===== config.mk =====
export PLATFORM = sky130hd
export DESIGN_NAME = mem_access_unit
export DESIGN_NICKNAME = d
export VERILOG_FILES = /design/src/rtl/mem_access_pkg.sv /design/src/rtl/lane_align.sv /design/src/rtl/mem_access_unit.sv
export SDC_FILE = /design/constraint.sdc
export NUM_CORES = 1
export LEC_CHECK = 0
export ABC_CLOCK_PERIOD_IN_PS = 2930
export CAP_MARGIN = 20
export CELL_PAD_IN_SITES_DETAIL_PLACEMENT = 2
export CELL_PAD_IN_SITES_GLOBAL_PLACEMENT = 2
export CORE_MARGIN = 4
export CORE_UTILIZATION = 31
export CTS_BUF_LIST = sky130_fd_sc_hd__clkbuf_8
export DETAILED_ROUTE_END_ITERATION = 7
export PLACE_DENSITY_LB_ADDON = 0.1
export SYNTH_ARGS = -nofsm -noshare
export SYNTH_HDL_FRONTEND = slang
export SYNTH_SLANG_ARGS = --single-unit

===== constraint.sdc =====
create_clock -name clk -period 2.93 [get_ports clk]
set_input_delay 0.293 -clock clk [delete_from_list [all_inputs] [get_ports clk]]
set_output_delay 0.293 -clock clk [all_outputs]
set_load 0.005 [all_outputs]

===== src/rtl/mem_access_pkg.sv =====
// Shared encodings for the load/store unit: access sizes and FSM states.
package mem_access_pkg;

  typedef enum logic [1:0] {
    SZ_BYTE  = 2'b00,
    SZ_HALF  = 2'b01,
    SZ_WORD  = 2'b10,
    SZ_DWORD = 2'b11
  } size_t;

  typedef enum logic [1:0] {
    IDLE = 2'b00,
    RD   = 2'b01,
    WR   = 2'b10,
    RESP = 2'b11
  } state_t;

endpackage


===== src/rtl/lane_align.sv =====
// Little-endian lane extraction with sign/zero extension, and lane merge for sub-word stores.
module lane_align #(
  parameter int unsigned DATA_W = 32,
  parameter int unsigned OFF_W  = $clog2(DATA_W / 8)
) (
  input  logic [DATA_W-1:0] rdata,
  input  logic [DATA_W-1:0] wdata,
  input  logic [OFF_W-1:0]  offset,
  input  logic [1:0]        size,
  input  logic              sign_ext,
  output logic [DATA_W-1:0] load_data,
  output logic [DATA_W-1:0] merge_data
);

  localparam int unsigned SHW = OFF_W + 3;

  logic [SHW-1:0]    shamt;
  int unsigned       nbits;
  logic [DATA_W-1:0] lmask;
  logic [DATA_W-1:0] fmask;
  logic [DATA_W-1:0] shifted;
  logic              sign_bit;

  always_comb begin
    shamt   = {offset, 3'b000};
    nbits   = 32'd8 << size;
    lmask   = '1;
    if (nbits < DATA_W) lmask = ~({DATA_W{1'b1}} << nbits);
    shifted  = rdata >> shamt;
    // Full-width lanes never need extension; index is only meaningful below DATA_W.
    sign_bit = (nbits < DATA_W) ? shifted[SHW'(nbits - 32'd1)] : 1'b0;
    load_data = (shifted & lmask) | ((sign_ext && sign_bit) ? ~lmask : '0);
    fmask      = lmask << shamt;
    merge_data = (rdata & ~fmask) | ((wdata << shamt) & fmask);
  end

endmodule


===== src/rtl/mem_access_unit.sv =====
// Load/store unit: alignment checking, sub-word read-modify-write, extended load results.
module mem_access_unit
  import mem_access_pkg::*;
#(
  parameter int unsigned DATA_W  = 32,
  parameter int unsigned ADDR_W  = 32,
  parameter int unsigned MEM_LAT = 1
) (
  input  logic              clk,
  input  logic              reset,
  input  logic              req_valid,
  output logic              req_ready,
  input  logic              req_we,
  input  logic [1:0]        req_size,
  input  logic              req_signed,
  input  logic [ADDR_W-1:0] req_addr,
  input  logic [DATA_W-1:0] req_wdata,
  output logic [ADDR_W-1:0] mem_addr,
  output logic              mem_wr,
  output logic [DATA_W-1:0] mem_wdata,
  input  logic [DATA_W-1:0] mem_rdata,
  output logic              rsp_valid,
  output logic [DATA_W-1:0] rsp_rdata,
  output logic              rsp_err
);

  localparam int unsigned OFF_W = $clog2(DATA_W / 8);
  localparam int unsigned CNT_W = $clog2(MEM_LAT + 1);
  localparam size_t       FULL_SZ = (DATA_W == 64) ? SZ_DWORD : SZ_WORD;

  state_t            state;
  logic [CNT_W-1:0]  cnt;
  logic              we_q;
  size_t             size_q;
  logic              signed_q;
  logic [OFF_W-1:0]  off_q;
  logic [DATA_W-1:0] wdata_q;

  logic [OFF_W-1:0]  offset_c;
  logic [OFF_W-1:0]  amask_c;
  logic              err_c;
  logic [DATA_W-1:0] load_c;
  logic [DATA_W-1:0] merge_c;

  // Misaligned offset or a doubleword on a 32-bit bus is rejected up front.
  always_comb begin
    offset_c = req_addr[OFF_W-1:0];
    amask_c  = OFF_W'((32'd1 << req_size) - 32'd1);
    err_c    = 1'b0;
    if (req_size == SZ_DWORD && DATA_W == 32) err_c = 1'b1;
    else if ((offset_c & amask_c) != '0)      err_c = 1'b1;
  end

  lane_align #(
    .DATA_W (DATA_W),
    .OFF_W  (OFF_W)
  ) u_lane_align (
    .rdata      (mem_rdata),
    .wdata      (wdata_q),
    .offset     (off_q),
    .size       (size_q),
    .sign_ext   (signed_q),
    .load_data  (load_c),
    .merge_data (merge_c)
  );

  always_ff @(posedge clk) begin
    if (reset) begin
      state     <= IDLE;
      cnt       <= '0;
      req_ready <= 1'b1;
      mem_wr    <= 1'b0;
      mem_addr  <= '0;
      mem_wdata <= '0;
      rsp_valid <= 1'b0;
      rsp_err   <= 1'b0;
      rsp_rdata <= '0;
      we_q      <= 1'b0;
      size_q    <= SZ_BYTE;
      signed_q  <= 1'b0;
      off_q     <= '0;
      wdata_q   <= '0;
    end else begin
      mem_wr    <= 1'b0;
      rsp_valid <= 1'b0;
      case (state)
        IDLE: begin
          if (req_valid) begin
            req_ready <= 1'b0;
            we_q      <= req_we;
            size_q    <= size_t'(req_size);
            signed_q  <= req_signed;
            off_q     <= offset_c;
            wdata_q   <= req_wdata;
            if (err_c) begin
              state     <= RESP;
              rsp_valid <= 1'b1;
              rsp_err   <= 1'b1;
              rsp_rdata <= '0;
            end else begin
              mem_addr <= {req_addr[ADDR_W-1:OFF_W], OFF_W'(0)};
              if (req_we && req_size == FULL_SZ) begin
                state     <= WR;
                mem_wr    <= 1'b1;
                mem_wdata <= req_wdata;
              end else begin
                state <= RD;
                cnt   <= '0;
              end
            end
          end
        end
        RD: begin
          cnt <= cnt + CNT_W'(1);
          if (cnt == CNT_W'(MEM_LAT - 1)) begin
            if (we_q) begin
              state     <= WR;
              mem_wr    <= 1'b1;
              mem_wdata <= merge_c;
            end else begin
              state     <= RESP;
              rsp_valid <= 1'b1;
              rsp_rdata <= load_c;
            end
          end
        end
        WR: begin
          state     <= RESP;
          rsp_valid <= 1'b1;
          rsp_rdata <= '0;
        end
        RESP: begin
          state     <= IDLE;
          req_ready <= 1'b1;
          rsp_err   <= 1'b0;
          rsp_rdata <= '0;
        end
        default: state <= IDLE;
      endcase
    end
  end

endmodule


==> results of run 1 <==
[cells by family after synthesis]
group / share of synthesized area [%]
adder cells (fa/ha/maj): 0.699
flip-flops: 38.9
other: 0.0524
buffers and inverters: 5.64
AO/OA/AOI/OAI: 29.3
multiplexers: 8.65
AND/OR/NAND/NOR: 16.8
[placed cells by master (no fill, tap or decap), types with 4 or more instances in the layout]
cell type,Yosys,routed
clkdlybuf4s50_1,0,199
nand2_1,155,155
dfxtp_1,139,137
a21oi_1,116,115
mux2i_1,36,36
buf_4,4,36
nor2_1,32,32
o21ai_0,28,27
o2bb2ai_1,25,25
clkbuf_8,0,18
nand4_1,16,16
o211ai_1,16,16
nor2b_1,13,13
a31oi_1,11,11
nor3_1,10,10
o22a_1,9,9
o221ai_1,9,9
a311oi_2,9,9
and3_1,9,9
a2111o_1,8,8
nor4_1,8,8
a32o_1,8,8
mux4_2,8,8
o21a_1,8,8
a211o_1,7,7
a22oi_1,7,7
a221o_1,7,7
mux2_2,7,7
nand2b_1,6,6
a311oi_1,6,6
inv_1,5,5
clkinvlp_4,0,4
inv_6,0,4
[worst min path at each step]
stage                  startpoint      endpoint  slack [ns]  cells after the start
floorplan           req_wdata[24]   wdata_q[24]        0.43                      2
global placement      mem_addr[5]   mem_addr[5]        0.44                      2
detailed placement   mem_addr[20]  mem_addr[20]        0.45                      2
CTS                         reset    wdata_q[0]        0.18                      2
global route                reset  rsp_rdata[7]        0.20                      2
finish                      reset    wdata_q[0]        0.21                      2
[worst max-delay path, stage by stage, from the launching register on]
cell       delay, ns
dfxtp_1         0.34
inv_1           0.11
ha_1            0.46
buf_4           0.23
o2111ai_2       0.15
nor2_2          0.85
a311oi_2        0.21
[layer usage]
layer | global-route usage [%] | wire length (um) | vias up
met5 | 0 | 0 | -
met4 | 5.51 | 414 | 0
met3 | 4.03 | 1210 | 33
met2 | 40.3 | 15200 | 166
met1 | 30.8 | 14000 | 3687
li1 | - | - | 3447
[registers in the layout, indices dropped and copies added, names as in the netlist]
signal	count
cnt	1
mem_addr	30
mem_wdata	32
mem_wr	1
off_q	2
req_ready	1
rsp_err	1
rsp_rdata	32
rsp_valid	1
signed_q	1
size_q	2
state	2
wdata_q	32
we_q	1
[through the flow]
| stage | worst slack [ns] | power (uW) |
|---|---|---|
| final | 0.385 | 7980 |
| after global routing | 0.0897 | 8500 |
| after global placement | 0.432 | 6230 |
| after detailed placement | 0.379 | 6320 |
| after floorplan | 0.987 | 4710 |
| after CTS | 0.365 | 8050 |
[layout make-up]
type	count	share of cell area, %
clock inverter	14	1.61
multi-input combinational	616	40.5
sequential	139	28.3
clock buffer	18	2.51
inverter	7	0.267
antenna	1	0.0254
timing repair buffer	236	23.2
tap	285	3.62
[power by group]
part | switching (uW) | total [uW] | internal (uW)
logic | 2210 | 3730 | 1530
registers | 324 | 2560 | 2240
clock network | 892 | 1690 | 796
total | 3420 | 7980 | 4560
==> results.ini, run 1 <==
[status]
status = finished, final reports clean

[floorplan]
fp.dieW_um = 160
dieArea_mm2 = 0.0256
core_area_mm2 = 0.0227
initial_utilization_pct = 31.5
fp.dieH_um = 160
io_pins = 203
rows = 55

[yosys]
synth_commonest_cells = nand2_1 (155), dfxtp_1 (139), a21oi_1 (116), clkbuf_1 (45), mux2i_1 (36)
synth_top_area_share_pct = 38.9
netlist_instances = 842
ys_ff_latch = 139
netlist_area_mm2 = 0.00716
yosysMostFrequentCell = nand2_1
synth_top_area_cell = dfxtp_1
synth_async_sr_flop_share_pct = 0
synth_ff_type = dfxtp_1
ys_seq_area_share_pct = 38.9
syn_area_per_cell_um2 = 8.50
synth.distinct_cells = 63
synth-warning-count = 0
synth_edf_count = 0
synth.area.top_cells = dfxtp_1 (39%), nand2_1 (8.1%), a21oi_1 (8.1%)

[cells_and_area]
nets = 1124
fillers = 2550
area_delta_synth_final_pct = 37.6
instances_no_fill = 1316
multi_input_area_mm2 = 0.00399
final-seq-area_mm2 = 0.00279
final_util_pct = 43.4
final_layout_size_suffix_gt1_share_pct = 11.1
fin_area_mm2 = 0.00985

[detailed_routing]
detail_route.wl_per_cell_um = 23.4
via_count = 7333
drtAntennaViolNets = 0
drtIter0Drc = 359
vias_per_cell = 5.57
drc = 0
dr.pass1.iters = 5
routed_wl_um = 30800

[critical_path]
rr_startpoint = state[1]
endpoint = mem_wdata[21]
crit_path_max_fanout = 16
start_kind = register
r2r_cells = 6
worstPathRequired_ns = 3.22
cp-startpoint = state[1]
r2r_setup_slack_ns = 0.39
worstSetupEndpointType = register
cp.arrival_ns = 2.83
r2r_end = mem_wdata[21]
worstSetupPathType = register to register

[sta]
fin_crit_ns = 2.54
rsz0062_at_grt = false
setup-tns-final_ns = 0
relSlewSlack_pct = 28.4
final_max_slew_viol_count = 0
max_freq_ghz = 0.393
setup_viol = 0
hold_viol = 0
whs_ns = 0.209
fin_skew_ns = 0.0192
max_slew.worst_pin.slew_ns = 1.07
fin_crit_sh_pct = 86.8

[clock_tree]
cts_made_buffers = 17
cts_resized = 0
cts.path.max_buffers = 2
htree_num_levels = 4
root_buffer = clkbuf_8
cts_tree = built
cts.sink_count = 139
insertion_delay_ns = 0.47
cts_hold_buf = 0
post_cts_buffers = 0
path_clk_slew_ns = 0.09

[place]
place.gp.congestion = 0.834
place_area_mm2 = 0.00944
placement.io_buffers = 200
hpwl_um = 22500
place_inst = 1283

[run]
maxCapViolCount = 0

[global_routing]
grt_max_degree = 42
grt_use_total_pct = 23.5
grt_pass1_vias = 7753
grt_pass1_wl_um = 47100
gr-total-overflow = 0
antenna_found_initial = 1

[power]
leakage_uw = 0.00338
vdd_ir_drop_max_mv = 0.306
p_per_area_mw_per_mm2 = 810

[hold_path]
min_path_type = input port to register

(Power assumes the default switching activity.)
==> run 2: changes to the inputs <==
Settings changed: SLEW_MARGIN from default to 20.
==> results of run 2 <==
The final DEF is identical to that of run 1; final timing and power are the same.
==> run 3: changes to the inputs <==
Settings changed: HOLD_SLACK_MARGIN from default to 0.1, SLEW_MARGIN 20 to default.
==> results of run 3 <==
The final DEF is identical to that of run 1; final timing and power are the same.
